File: config.mk
export PLATFORM = sky130hd
export DESIGN_NAME = psum_accum
export DESIGN_NICKNAME = d
export VERILOG_FILES = /design/src/rtl/psum_accum.sv
export SDC_FILE = /design/constraint.sdc
export NUM_CORES = 1
export LEC_CHECK = 0
export ABC_CLOCK_PERIOD_IN_PS = 2400
export BUFFER_PORTS_ARGS = -buffer_cell sky130_fd_sc_hd__buf_2
export CORE_UTILIZATION = 33
export CTS_CLUSTER_DIAMETER = 40
export DETAILED_ROUTE_END_ITERATION = 10
export GPL_ROUTABILITY_DRIVEN = 0
export GPL_TIMING_DRIVEN = 0
export SLEW_MARGIN = 25
export SYNTH_ARGS = -nofsm -noshare
export SYNTH_HDL_FRONTEND = slang
export SYNTH_SLANG_ARGS = --single-unit
export TNS_END_PERCENT = 20
File: constraint.sdc
create_clock -name clk -period 2.4 [get_ports clk]
set_input_delay 0.36 -clock clk [delete_from_list [all_inputs] [get_ports clk]]
set_output_delay 0.36 -clock clk [all_outputs]
set_load 0.005 [all_outputs]
File: src/rtl/psum_accum.sv
`default_nettype none
// ============================================================================
//  Module   : psum_accum
//  Purpose  : Partial-sum accumulator. Drains rows from a show-ahead output
//             FIFO into a psum BRAM. On a first pass the row overwrites the
//             BRAM entry. On later passes it is added lane by lane
//             (signed, wrapping) to the value read back from the BRAM.
//  Ports    : clk, reset                  - clock, sync active-high reset
//             start, first_pass,
//             num_entries                 - pass control, sampled in IDLE
//             ofifo_valid, ofifo_data,
//             ofifo_rd                    - FIFO head / pop
//             bram_en_b, bram_addr_b,
//             bram_dout_b                 - BRAM read port (1-cycle latency)
//             bram_we_a, bram_addr_a,
//             bram_din_a                  - BRAM write port
//             busy, done                  - status (done is a 1-cycle pulse)
//  Revision : 1.0 - initial release
// ============================================================================
module psum_accum #(
  parameter int DATA_WIDTH = 128,
  parameter int PSUM_WIDTH = 16,
  parameter int ADDR_WIDTH = 9,
  parameter int DEPTH      = 324
) (
  input  logic                  clk,
  input  logic                  reset,
  input  logic                  start,
  input  logic                  first_pass,
  input  logic [ADDR_WIDTH-1:0] num_entries,
  input  logic                  ofifo_valid,
  input  logic [DATA_WIDTH-1:0] ofifo_data,
  output logic                  ofifo_rd,
  output logic                  bram_en_b,
  output logic [ADDR_WIDTH-1:0] bram_addr_b,
  input  logic [DATA_WIDTH-1:0] bram_dout_b,
  output logic                  bram_we_a,
  output logic [ADDR_WIDTH-1:0] bram_addr_a,
  output logic [DATA_WIDTH-1:0] bram_din_a,
  output logic                  busy,
  output logic                  done
);

  localparam int c_lanes = DATA_WIDTH / PSUM_WIDTH;
  // Counters carry one extra bit so issue_addr can reach count == DEPTH
  // even when DEPTH equals 2**ADDR_WIDTH.
  localparam int              c_cw        = ADDR_WIDTH + 1;
  localparam logic [c_cw-1:0] c_depth     = c_cw'(DEPTH);
  localparam logic [c_cw-1:0] c_depth_m1  = c_cw'(DEPTH - 1);
  localparam logic [c_cw-1:0] c_one       = c_cw'(1);

  typedef enum logic [1:0] {
    S_IDLE  = 2'd0,
    S_RUN   = 2'd1,
    S_DRAIN = 2'd2,
    S_DONE  = 2'd3
  } state_t;

  state_t                r_state;
  state_t                w_state_nxt;
  logic                  r_first_pass;
  logic [c_cw-1:0]       r_count;
  logic [c_cw-1:0]       r_issue_addr;
  logic [DATA_WIDTH-1:0] r_stage;
  logic [ADDR_WIDTH-1:0] r_waddr;
  logic                  r_we;

  logic [c_cw-1:0]       w_num_ext;
  logic [c_cw-1:0]       w_num_clamped;
  logic                  w_accept_start;
  logic                  w_pop;
  logic                  w_last_pop;
  logic [DATA_WIDTH-1:0] w_sum;

  assign w_num_ext      = {1'b0, num_entries};
  assign w_num_clamped  = (w_num_ext > c_depth) ? c_depth : w_num_ext;
  assign w_accept_start = (r_state == S_IDLE) && start;

  // Reset gates the pop so nothing leaves the FIFO while the pass is aborted.
  assign w_pop      = (r_state == S_RUN) && ofifo_valid &&
                      (r_issue_addr < r_count) && !reset;
  assign w_last_pop = w_pop && (r_issue_addr == (r_count - c_one));

  // --------------------------------------------------------------------------
  // FSM: state register
  // --------------------------------------------------------------------------
  always_ff @(posedge clk) begin
    if (reset) begin
      r_state <= S_IDLE;
    end else begin
      r_state <= w_state_nxt;
    end
  end

  // --------------------------------------------------------------------------
  // FSM: next state and status outputs
  // --------------------------------------------------------------------------
  always_comb begin
    w_state_nxt = r_state;
    busy        = 1'b0;
    done        = 1'b0;
    case (r_state)
      S_IDLE: begin
        if (start) begin
          w_state_nxt = (w_num_clamped == '0) ? S_DONE : S_RUN;
        end
      end
      S_RUN: begin
        busy = 1'b1;
        if (w_last_pop) begin
          w_state_nxt = S_DRAIN;
        end
      end
      S_DRAIN: begin
        busy        = 1'b1;
        w_state_nxt = S_DONE;
      end
      S_DONE: begin
        done        = 1'b1;
        w_state_nxt = S_IDLE;
      end
      default: begin
        w_state_nxt = S_IDLE;
      end
    endcase
    if (reset) begin
      busy = 1'b0;
      done = 1'b0;
    end
  end

  // --------------------------------------------------------------------------
  // Datapath: pass parameters, issue pointer, one-deep write stage
  // --------------------------------------------------------------------------
  always_ff @(posedge clk) begin
    if (reset) begin
      r_first_pass <= 1'b0;
      r_count      <= '0;
      r_issue_addr <= '0;
      r_stage      <= '0;
      r_waddr      <= '0;
      r_we         <= 1'b0;
    end else begin
      r_we <= w_pop;
      if (w_accept_start) begin
        r_first_pass <= first_pass;
        r_count      <= w_num_clamped;
        r_issue_addr <= '0;
      end
      if (w_pop) begin
        r_stage      <= ofifo_data;
        r_waddr      <= r_issue_addr[ADDR_WIDTH-1:0];
        r_issue_addr <= r_issue_addr + c_one;
      end
    end
  end

  // Per-lane add; each lane wraps independently, no carry crosses lanes.
  for (genvar i = 0; i < c_lanes; i++) begin : g_lane
    assign w_sum[i*PSUM_WIDTH +: PSUM_WIDTH] =
      r_stage[i*PSUM_WIDTH +: PSUM_WIDTH] + bram_dout_b[i*PSUM_WIDTH +: PSUM_WIDTH];
  end

  assign ofifo_rd    = w_pop;
  assign bram_en_b   = w_pop && !r_first_pass;
  // Once the final row has issued the pointer rests at count, which can be
  // DEPTH; saturate so the idle read address stays inside the array.
  assign bram_addr_b = (r_issue_addr > c_depth_m1) ? c_depth_m1[ADDR_WIDTH-1:0]
                                                   : r_issue_addr[ADDR_WIDTH-1:0];
  assign bram_we_a   = r_we && !reset;
  assign bram_addr_a = r_waddr;
  assign bram_din_a  = r_first_pass ? r_stage : w_sum;

endmodule
`default_nettype wire

Word level (Yosys, flattened, before mapping)
Cells that the tools add are included.

cells by class
  div/mod/pow operators = 0
  shifts and indexed selects = 0
  magnitude comparators = 3
  multipliers = 0
  multiplexer cells = 13
  reductions and logical operators = 14
  add/subtract/negate cells = 10
  bitwise operators = 0
  equal/unequal tests = 6

operator list
  kind                   number
  $add 16x16->16         8
  $mux 128               1
  $mux 10                2
  $mux 9                 2
  $add 10x1->10 const B  1
  $eq 10x10->1           1
  $gt 10x9->1 const B    1
  $logic_not 10->1       1
  $lt 10x10->1           1
  $sub 10x1->10 const B  1
  $gt 9x9->1 const B     1
  $pmux 2 s4             1
  $logic_and 1x1->1      7
  $mux 2                 3
  $eq 2x2->1 const B     2
  $mux 1                 4
  $ne 2x2->1 const B     2
  $eq 2x1->1 const B     1
  $logic_not 1->1        2
  $logic_not 2->1        1
  $reduce_and 2->1       1
  $reduce_bool 2->1      1
  $reduce_or 2->1        1

word-level totals
  bits in registers = 161
  logic and storage cells = 53
  bits in latches = 0
  output and inout bits = 151
  bits in read-only memories = 0
  memory bits (writable) = 0
  memories kept = 0
  bits of input ports = 270

Depth between registers and ports, before layout
Gate-level depths: netlist of run 1.

  depth in word-level cells = 7
  gate-level depth with buffers = 11
  depth with buffers taken out = 10

Least setup slack after synthesis of run 1
No wires, ideal clock.

  path kind = in2out
  start point = in bram_dout_b[32]
  end point = out bram_din_a[44]
  cell stages on the path = 10
  arrival time = 2079 ps
  required time = 2040 ps
  buffers on the path = 0
  slack = -39 ps
  cells stage by stage = ha_1 > inv_1 > fa_1 > nor2b_1 > o21ai_1 > a21boi_1 > o211ai_1 > a211oi_1 > nor4_1 > o31ai_1

between the ends
  word-level cells in the longest chain between the ends = 2

ends and longest elaborated chain
  item             line  RTL
  start, declared  36    input logic [DATA_WIDTH-1:0] bram_dout_b,
  $add 16x16->16   161   r_stage[i*PSUM_WIDTH +: PSUM_WIDTH] + bram_dout_b[i*PSUM_WIDTH +: PSUM_WIDTH];
  $mux 128         172   assign bram_din_a = r_first_pass ? r_stage : w_sum;
  end, declared    39    output logic [DATA_WIDTH-1:0] bram_din_a,

Every way passes these cells.

Worst setup path after layout of run 1
  start point = reg r_stage[80]
  end point = out bram_din_a[92]

between the ends
  word-level cells in the longest chain between the ends = 2

ends and longest elaborated chain
  item                    line  RTL
  start, declared         64    logic [DATA_WIDTH-1:0] r_stage;
  start signal, assigned  151   r_stage <= ofifo_data;
  $add 16x16->16          161
  $mux 128                172

Every way passes these cells.

==> qor.yml, run 1 <==
synthesis:
  ys_warn_count: 0
  avgSynthCellArea_um2: 7.22
  synth_top_family_by_area: "compound AO/OA/AOI/OAI gates"
  synth_compound_area_share_pct: 27.7
  syn_inst: 1871
  synthSimpleGateAreaFrac_pct: 24.5
  synthesis.area_mm2: 0.0135
  synth_seq_cells: 160
  async_reset_ff_share_pct: 0
  ys_seq_area_share_pct: 23.7
  muxShareOfSynthArea_pct: 2.01
  syn-num-nets: 2285
  synthFlopType: "dfxtp_1"
  synth_xor_area_share_pct: 3.89
  synth_edf_count: 0
  synth_adder_area_share_pct: 13.8
  synthDistinctLibCells: 67
clocking:
  clock_latency_ps: 460
  cts_hold_buf: 0
  cts_tree: "done"
  clkTransAtPathRegs_ps: 80
  h-tree-depth: 4
  clk_path_buf_depth: 2
  numCtsBuffers: 17
  cts_root_buffer: "clkbuf_16"
  cts_sinks: 160
worst_setup_path:
  crit_type: "reg2out"
  startpoint: "r_stage[80]$_SDFFE_PP0P_"
  worstPathCellList: "ha_4, inv_2, fa_2, nor2b_2, o21ai_2, a21oi_2, o211ai_1, a211oi_2, nor4_1, o31ai_1, buf_2"
  crit_slowest_cell: "dfxtp_2"
  reg2reg_slack_ps: 80
  worst_path_largest_cell_delay_ps: 360
  cp-start-kind: "register"
  end_kind: "output port"
  worstPathRequired_ps: 2040
  arrival_ps: 2780
  path_max_fanout: 3
  r2r_start: "r_count[4]$_SDFFE_PP0P_"
route:
  drt_iter0_drc: 869
  drtAntennaViolNets: 0
  wl_um: 57200
  via_per_inst: 5.41
  dr.pass1.iters: 6
  detail_route.wl_per_cell_um: 19.4
  drc: 0
  vias: 16000
finish:
  area_growth_pct: 44.9
  stdcell_area_mm2: 0.0196
  nets: 2813
  drive_gt1_share_pct: 38.2
global_routing:
  grt_max_degree: 17
  track_usage_pct: 26.0
  groute.layer.met1.usage_pct: 32.0
  top_usage_layer: "met2"
  overflow: 0
  antenna_found_initial: 13
  use_met2_pct: 45.0
  grt_pass1_wl_um: 83900
  grt_pass1_vias: 15200
  grt_use_met3_pct: 4.85
die:
  chipWidth_um: 204
  dieHeight_um: 204
  pin_count: 421
  rows: 73
  start_util_pct: 33.7
  fp.coreArea_mm2: 0.0401
  die_area_mm2: 0.0418
placement:
  dp_hpwl_um: 42200
  place_area_mm2: 0.0163
  port_buffers: 419
outcome:
  violations: "negative setup slack"
  outcome: "complete, but fails checks"
pwr:
  p_per_area_mw_per_mm2: 535
  power_leakage_nw: 8.17
  vdd_drop_max_mv: 0.417
sta:
  finalCriticalPeriod_ps: 3140
  fin_worst_skew_ps: 10.6
  rsz0062_at_grt: "yes"
  fin_crit_sh_pct: 131
  worst_pin_slew_ps: 905
  hold_viol: 0
  relSlewSlack_pct: 39.7
  slew_viol_final: 0
  setup_viol: 99
  max_freq_mhz: 318
  fin_tns_setup_ps: -39240
  worst_slack_ps: -742
run:
  maxCapViolations: 0
worst_hold_path:
  hold_class: "in2reg"
  hp-start: "ofifo_data[117]"
==> power by group <==
group / internal, mW / switching, mW
combinational: 2.09 / 2.64
clock: 1.37 / 1.34
sequential: 2.85 / 0.197
total: 6.30 / 4.18
==> state kept, by name, summed over array words and instances, names as in the netlist <==
signal and count:
r_count 9, r_first_pass 1, r_stage 128, r_state 2, r_we 1, bram_addr_a 9, r_issue_addr 10
==> logic make-up after synthesis <==
family / after synthesis
compound gates: 609
simple gates: 727
xor+xnor: 60
mux: 26
fa+ha+maj: 144
flops: 160
buf+inv: 145
==> per-layer routing <==
layer  wire length, um  vias up
met5                35        -
met4              1560        6
met3              3570       96
met2             27900      540
met1             24100     7555
li1                  -     7759
==> through the flow <==
| step | instances | power, mW | setup slack (ps) | hold WS (ps) | utilization, % |
|---|---|---|---|---|---|
| floorplan | 1871 | 5.38 | -38.7 | 449 | - |
| global placement | 2815 | 6.99 | -1470 | 445 | 40.6 |
| detailed placement | 2815 | 7.06 | -1490 | 456 | 40.6 |
| CTS | 2914 | 10.3 | -746 | 100 | 46.7 |
| global route | 2942 | 11.1 | -921 | 122 | 48.8 |
| finish | 2947 | 10.5 | -742 | 124 | 48.8 |
==> cell type report <==
cell class                      count  area, um2
Buffer                             83        562
Tap cell                          525        657
Fill cell                        3969      20500
Multi-Input combinational cell   1566      11400
Sequential cell                   160       3270
Clock buffer                       18        439
Antenna cell                       11       27.5
Timing Repair Buffer              510       2890
Clock inverter                     13        104
Inverter                           61        244
==> cells in the mapped netlist (9+ instances only) <==
cell / count / share of area (%)
a211o_1: 14 / 0.91
a211oi_1: 14 / 0.78
a21boi_1: 18 / 1.0
a21o_1: 22 / 1.2
a21oi_1: 231 / 8.6
a22oi_1: 12 / 0.67
a31oi_1: 22 / 1.0
and3_1: 21 / 0.97
buf_2: 16 / 0.59
clkbuf_1: 59 / 1.6
dfxtp_1: 160 / 24
ha_1: 136 / 13
inv_1: 59 / 1.6
mux2i_1: 17 / 1.3
nand2_1: 452 / 13
nand2b_1: 23 / 1.1
nor2_1: 60 / 1.7
nor2b_1: 17 / 0.79
nor3_1: 45 / 1.7
nor3b_1: 15 / 0.83
nor4_1: 10 / 0.46
nor4b_1: 15 / 0.97
o211ai_1: 17 / 0.94
o21a_1: 46 / 2.6
o21ai_0: 73 / 2.7
o21ai_1: 62 / 2.3
o31a_1: 14 / 0.91
o31ai_1: 29 / 1.6
or2_2: 11 / 0.51
or3_1: 12 / 0.56
or4_1: 9 / 0.50
xnor2_1: 34 / 2.2
xor2_1: 26 / 1.7
==> cells in the final DEF (no fill, tap or decap), drive strengths merged, types with 45 or more instances in the layout <==
master  synthesis  routed
nor2           60      60
nor3           45      45
inv            60      66
a21oi         231     231
dfxtp         160     160
nand2         452     452
o21a           46      46
ha            136     136
o21ai         136     136
clkbuf         60      74
buf            23     536
==> repair_timing <==
action,CTS,global route
setup buffers,73,29
hold endpoints to repair,0,0
gates resized for setup,362,157
setup endpoints to repair,283,241
pin swaps,137,122
==> worst paths after layout <==
kind / end / cells after the start
worst max-delay path: bram_din_a[92] / 11
worst min-delay path: r_stage[117]$_SDFFE_PP0P_ / 3
worst max register to register: r_stage[98]$_SDFFE_PP0P_ / 9
worst min register to register: bram_addr_a[8]$_SDFFE_PP0P_ / 2
==> worst max-delay path: cells and delay by family (launching register included) <==
family,cells,cell delay [ps]
buffers and inverters,2,210
AO/OA/AOI/OAI,5,1050
flip-flops,1,360
AND/OR/NAND/NOR,2,220
adder cells (fa/ha/maj),2,490
No activity file was read; power rests on OpenSTA's default activity.
==> inputs of run 2 (changes only) <==
--- a/config.mk
+++ b/config.mk
@@ -7,11 +7,15 @@
 export LEC_CHECK = 0
 export ABC_CLOCK_PERIOD_IN_PS = 2400
 export BUFFER_PORTS_ARGS = -buffer_cell sky130_fd_sc_hd__buf_2
-export CORE_UTILIZATION = 33
+export CELL_PAD_IN_SITES_DETAIL_PLACEMENT = 1
+export CELL_PAD_IN_SITES_GLOBAL_PLACEMENT = 2
+export CORE_UTILIZATION = 26
 export CTS_CLUSTER_DIAMETER = 40
 export DETAILED_ROUTE_END_ITERATION = 10
 export GPL_ROUTABILITY_DRIVEN = 0
 export GPL_TIMING_DRIVEN = 0
+export PLACE_DENSITY_LB_ADDON = 0.1
+export RECOVER_POWER = 25
 export SLEW_MARGIN = 25
 export SYNTH_ARGS = -nofsm -noshare
 export SYNTH_HDL_FRONTEND = slang
==> qor.yml, run 2 (same netlist as run 1, synthesis figures left out) <==
global_routing:
  overflow: 0
  groute.layer.met1.usage_pct: 29.3
  grt_use_met3_pct: 5.13
  grt_max_degree: 18
  grt_pass1_vias: 16200
  track_usage_pct: 23.8
  use_met2_pct: 41.2
  grt_pass1_wl_um: 96200
  antenna_found_initial: 22
  top_usage_layer: "met2"
finish:
  nets: 2810
  final_common_cell: "nand2_1"
  fillers: 6352
  reg.largest.list: "r_stage: 128 flops, r_issue_addr: 10 flops"
  multi_input_comb_area_mm2: 0.0113
  stdcell_area_mm2: 0.0198
  largest-register: "r_stage"
  seqCellArea_mm2: 0.00327
  largest_register_ff_count: 128
  final_cell_mix: "nand2_1, buf_2, a21oi_1"
  drive_gt1_share_pct: 37.0
  area_growth_pct: 46.7
worst_hold_path:
  hp-start: "ofifo_data[34]"
  hold_class: "in2reg"
  holdPathStages: 3
  whs_endpoint: "r_stage[34]$_SDFFE_PP0P_"
placement:
  dp_hpwl_um: 50000
  place_area_mm2: 0.0165
  port_buffers: 419
clocking:
  clk_path_buf_depth: 2
  clkTransAtPathRegs_ps: 80
  clock_latency_ps: 500
  cts_root_buffer: "clkbuf_16"
  h-tree-depth: 4
  cts_tree: "done"
  numCtsBuffers: 17
  cts_sinks: 160
sta:
  relSlewSlack_pct: 31.9
  max_freq_mhz: 309
  finalCriticalPeriod_ps: 3240
  hold_viol: 0
  fin_crit_sh_pct: 135
  slew_viol_final: 0
  hold_ws_ps: 77.7
  rsz0062_at_grt: "yes"
  worst_slack_ps: -835
  fin_worst_skew_ps: 16.3
  worst_pin_slew_ps: 1020
  setup_viol: 124
worst_setup_path:
  path_max_fanout: 3
  arrival_ps: 2880
  worstPathRequired_ps: 2040
  cp-start-kind: "register"
  crit_type: "reg2out"
  r2r-end: "r_state[0]$_SDFFE_PP0P_"
  reg2reg_slack_ps: -80
  r2r_start: "r_count[1]$_SDFFE_PP0P_"
  end_kind: "output port"
  reg2reg_depth: 9
route:
  dr.pass1.iters: 4
  wl_um: 64800
  detail_route.wl_per_cell_um: 20.9
  drc: 0
  drt_iter0_drc: 482
  via_per_inst: 5.07
  drtAntennaViolNets: 0
  vias: 15700
pwr:
  swShare_pct: 40.5
  p_int_mw: 6.44
  p_per_area_mw_per_mm2: 546
  p_sw_mw: 4.39
  clkPwrFrac_pct: 27.2
  vdd_drop_max_mv: 0.486
  power_leakage_nw: 8.21
  seqPwrFrac_pct: 28.1
  comb_power_share_pct: 44.7
die:
  start_util_pct: 26.3
  fp.coreArea_mm2: 0.0513
  chipWidth_um: 230
  die_area_mm2: 0.0529
  rows: 83
  dieHeight_um: 230
  pin_count: 421
outcome:
  outcome: "complete, but fails checks"
  violations: "negative setup slack"
run:
  maxCapViolations: 0
## run 2: cell count changes in the layout (fill, tap and decap cells not counted), moves of 6 or more
cell	previous run	this run
dfxtp_1	120	126
ha_1	77	84
o21ai_1	59	65
dfxtp_2	32	25
buf_2	426	411
## run 2: timing repair
item,CTS,global route
endpoints found under the setup margin,287,260
gates cloned,0,0
pin swaps,117,109
gates resized for setup,344,187
buffers inserted,50,38
hold buffers,0,0
## run 2: area by class of cell
| type | instances | share of cell area (%) |
|---|---|---|
| Clock inverter | 15 | 0.839 |
| Timing Repair Buffer | 507 | 14.6 |
| Inverter | 61 | 1.27 |
| Multi-Input combinational cell | 1566 | 57.1 |
| Antenna cell | 12 | 0.151 |
| Clock buffer | 17 | 2.15 |
| Sequential cell | 160 | 16.5 |
| Buffer | 83 | 3.14 |
| Tap cell | 680 | 4.29 |
## run 2: how the worst max path moves through the flow
| stage | depth (start not counted) | slack, ps | endpoint | from |
|---|---|---|---|---|
| floorplan | 10 | -40 | bram_din_a[28] | bram_dout_b[16] |
| global route | 11 | -970 | bram_din_a[92] | r_stage[80]$_SDFFE_PP0P_ |
| finish | 11 | -840 | bram_din_a[28] | r_stage[16]$_SDFFE_PP0P_ |
| CTS | 11 | -940 | bram_din_a[92] | r_stage[80]$_SDFFE_PP0P_ |
| global placement | 7 | -1830 | bram_din_a[44] | r_first_pass$_SDFFE_PP0P_ |
| detailed placement | 6 | -1510 | bram_din_a[125] | r_first_pass$_SDFFE_PP0P_ |
## run 2: critical path: stages, from the launching register on
cell and delay [ps]:
dfxtp_4 370, ha_4 130, inv_2 30, fa_2 340, nor2b_2 130, o21ai_2 80, a21boi_2 190, o211ai_1 150
a211oi_2 280, nor4_1 80, o31ai_1 360, buf_2 210
## run 2: metrics by stage
| stage | utilization, % | worst slack, ps | cells | setup TNS, ps | power (mW) |
|---|---|---|---|---|---|
| 4_1_cts | 36.6 | -940 | 3053 | -48760 | 10.7 |
| 3_5_place_dp | 32.2 | -1510 | 2972 | -210390 | 7.26 |
| 6_report | 38.6 | -835 | 3101 | -48770 | 10.8 |
| 2_1_floorplan | - | -38.7 | 1871 | -222 | 5.38 |
| 5_1_grt | 38.6 | -972 | 3096 | -83920 | 11.5 |
| 3_3_place_gp | 32.1 | -1830 | 2970 | -252610 | 7.17 |
## run 2: power by group through the flow
stage	Sequential, mW	Clock, mW	Combinational [mW]
detailed placement	3.07	0	4.19
floorplan	3.01	0	2.36
finish	3.04	2.95	4.84
CTS	3.03	3.06	4.62
global placement	3.06	0	4.10
global route	3.07	3.13	5.30
## run 2: metal layers
layer	wire length, um	vias up
met3	2820	67
met2	31700	255
li1	-	7768
met1	28900	7624
met4	1240	20
met5	130	-
==> inputs of run 3 (changes only) <==
--- a/config.mk
+++ b/config.mk
@@ -7,14 +7,11 @@
 export LEC_CHECK = 0
 export ABC_CLOCK_PERIOD_IN_PS = 2400
 export BUFFER_PORTS_ARGS = -buffer_cell sky130_fd_sc_hd__buf_2
-export CELL_PAD_IN_SITES_DETAIL_PLACEMENT = 1
-export CELL_PAD_IN_SITES_GLOBAL_PLACEMENT = 2
-export CORE_UTILIZATION = 26
+export CORE_UTILIZATION = 33
 export CTS_CLUSTER_DIAMETER = 40
 export DETAILED_ROUTE_END_ITERATION = 10
 export GPL_ROUTABILITY_DRIVEN = 0
 export GPL_TIMING_DRIVEN = 0
-export PLACE_DENSITY_LB_ADDON = 0.1
 export RECOVER_POWER = 25
 export SLEW_MARGIN = 25
 export SYNTH_ARGS = -nofsm -noshare
==> qor.yml, run 3 (same netlist as run 1, synthesis figures left out) <==
outcome:
  outcome: "complete, but fails checks"
  violations: "negative setup slack"
finish:
  largest-register: "r_stage"
  largest_register_ff_count: 128
  nets: 2813
  drive_gt1_share_pct: 37.7
  area_growth_pct: 44.6
  stdcell_area_mm2: 0.0195
  stdcell_count: 2947
  reg.largest.list: "r_stage: 128 flops, r_issue_addr: 10 flops"
  final_common_cell: "nand2_1"
  final_cell_mix: "nand2_1, buf_2, a21oi_1"
  post-route-util_pct: 48.7
clocking:
  h-tree-depth: 4
  clkTransAtPathRegs_ps: 80
  cts_root_buffer: "clkbuf_16"
  clock_latency_ps: 460
  cts_sinks: 160
  clk_path_buf_depth: 2
  numCtsBuffers: 17
  cts_tree: "done"
  cts_hold_buf: 0
run:
  maxCapViolations: 0
worst_setup_path:
  critPathCapture: "bram_din_a[108]"
  worst_path_largest_cell_delay_ps: 360
  cp.depth: 11
  crit_family: "compound AO/OA/AOI/OAI gates"
  arrival_ps: 2790
  r2r_start: "r_count[2]$_SDFFE_PP0P_"
  crit_slowest_cell: "dfxtp_2"
  end_kind: "output port"
  r2r-end: "r_stage[120]$_SDFFE_PP0P_"
  crit_type: "reg2out"
  path_max_fanout: 3
  worstPathRequired_ps: 2040
  worstPathCellList: "ha_4, inv_2, fa_2, nor2b_2, o21ai_2, a21oi_2, o211ai_1, a211oi_2, nor4_1, o31ai_1, buf_2"
  reg2reg_depth: 10
  reg2reg_slack_ps: -90
  cp-start-kind: "register"
  crit_buf_inv: 2
  startpoint: "r_stage[96]$_SDFFE_PP0P_"
die:
  dieHeight_um: 204
  fp.coreArea_mm2: 0.0401
  chipWidth_um: 204
  rows: 73
  die_area_mm2: 0.0418
  start_util_pct: 33.7
  pin_count: 421
global_routing:
  grt_pass1_vias: 15200
  grt_pass1_wl_um: 83900
  grt_max_degree: 17
  track_usage_pct: 26.0
  antenna_found_initial: 13
  overflow: 0
pwr:
  p_per_area_mw_per_mm2: 536
  p_sw_mw: 4.17
  p_int_mw: 6.29
  seqPwrFrac_pct: 29.1
  swShare_pct: 39.9
  clkPwrFrac_pct: 25.8
  comb_power_share_pct: 45.1
  vdd_drop_max_mv: 0.418
  power_leakage_nw: 8.12
sta:
  hold_ws_ps: 123
  max_freq_mhz: 318
  hold_viol: 0
  slew_viol_final: 0
  fin_worst_skew_ps: 9.50
  fin_tns_setup_ps: -41020
  fin_crit_sh_pct: 131
  finalCriticalPeriod_ps: 3150
  worst_slack_ps: -745
  rsz0062_at_grt: "yes"
  worst_pin_slew_ps: 927
  relSlewSlack_pct: 38.2
  setup_viol: 123
route:
  dr.pass1.iters: 8
  detail_route.wl_per_cell_um: 19.4
  wl_um: 57100
  drt_iter0_drc: 895
  drtAntennaViolNets: 0
  vias: 16000
  via_per_inst: 5.43
  drc: 0
placement:
  port_buffers: 419
  placed_cells: 2815
  dp_hpwl_um: 42200
  place_area_mm2: 0.0163
worst_hold_path:
  hold_class: "in2reg"
[run 3: cell types whose count changed in the layout (fill, tap and decap cells not counted), moves of 4 or more]
cell / before / now
ha_4: 42 / 47
o21ai_1: 65 / 59
clkbuf_8: 9 / 5
o31ai_2: 10 / 14
buf_6: 35 / 29
dfxtp_2: 25 / 33
dfxtp_1: 126 / 120
clkbuf_4: 8 / 12
buf_2: 411 / 417
clkbuf_1: 31 / 35
ha_1: 84 / 77
[run 3: worst reg2reg max path, cell delays in order (launching register included)]
cell      delay (ps)
dfxtp_1          400
inv_1            120
ha_1             300
o21ai_0           80
o21ai_1          150
a31o_1           310
clkbuf_1         240
clkbuf_2         320
clkbuf_4         280
nand2_1           70
a21oi_1          140
[run 3: per-layer routing]
metal | vias up | global-route usage (%) | share of wire (%)
li1 | 7756 | - | -
met1 | 7575 | 32.0 | 42
met2 | 552 | 45.0 | 49
met3 | 101 | 4.85 | 6.1
met4 | 6 | 8.50 | 2.8
met5 | - | 0 | 0.061
[run 3: timing repair]
action / in CTS / in global routing
endpoints found under the setup margin: 283 / 241
pin swaps: 137 / 122
buffers inserted: 73 / 29
resized for setup: 362 / 157
[run 3: metrics by stage]
stage	power, mW	setup WS [ps]
2_1_floorplan	5.38	-38.7
3_3_place_gp	6.99	-1470
3_5_place_dp	7.06	-1490
4_1_cts	10.3	-746
5_1_grt	11.0	-921
6_report	10.5	-745
[run 3: power by group through the flow]
| stage | clock network (mW) | registers [mW] | logic, mW |
|---|---|---|---|
| final | 2.70 | 3.04 | 4.72 |
| after global routing | 2.86 | 3.07 | 5.11 |
| after CTS | 2.76 | 3.03 | 4.48 |
| after floorplan | 0 | 3.01 | 2.36 |
| after detailed placement | 0 | 3.06 | 4.00 |
| after global placement | 0 | 3.05 | 3.94 |
[run 3: area by class of cell]
cell class                      count  area (um2)
Clock inverter                     13         104
Fill cell                        3979       20600
Sequential cell                   160        3270
Buffer                             83         553
Inverter                           61         244
Tap cell                          525         657
Timing Repair Buffer              510        2880
Multi-Input combinational cell   1566       11400
Antenna cell                       11        27.5
Clock buffer                       18         439
[run 3: worst min path at each step]
stage,startpoint,endpoint,slack [ps],depth (start not counted)
after detailed placement,bram_addr_a[8]$_SDFFE_PP0P_,bram_addr_a[8]$_SDFFE_PP0P_,460,2
after global routing,ofifo_data[93],r_stage[93]$_SDFFE_PP0P_,120,3
final,ofifo_data[117],r_stage[117]$_SDFFE_PP0P_,120,3
after CTS,ofifo_data[48],r_stage[48]$_SDFFE_PP0P_,100,3
after floorplan,r_stage[127]$_SDFFE_PP0P_,r_stage[127]$_SDFFE_PP0P_,450,2
after global placement,bram_addr_a[8]$_SDFFE_PP0P_,bram_addr_a[8]$_SDFFE_PP0P_,440,2
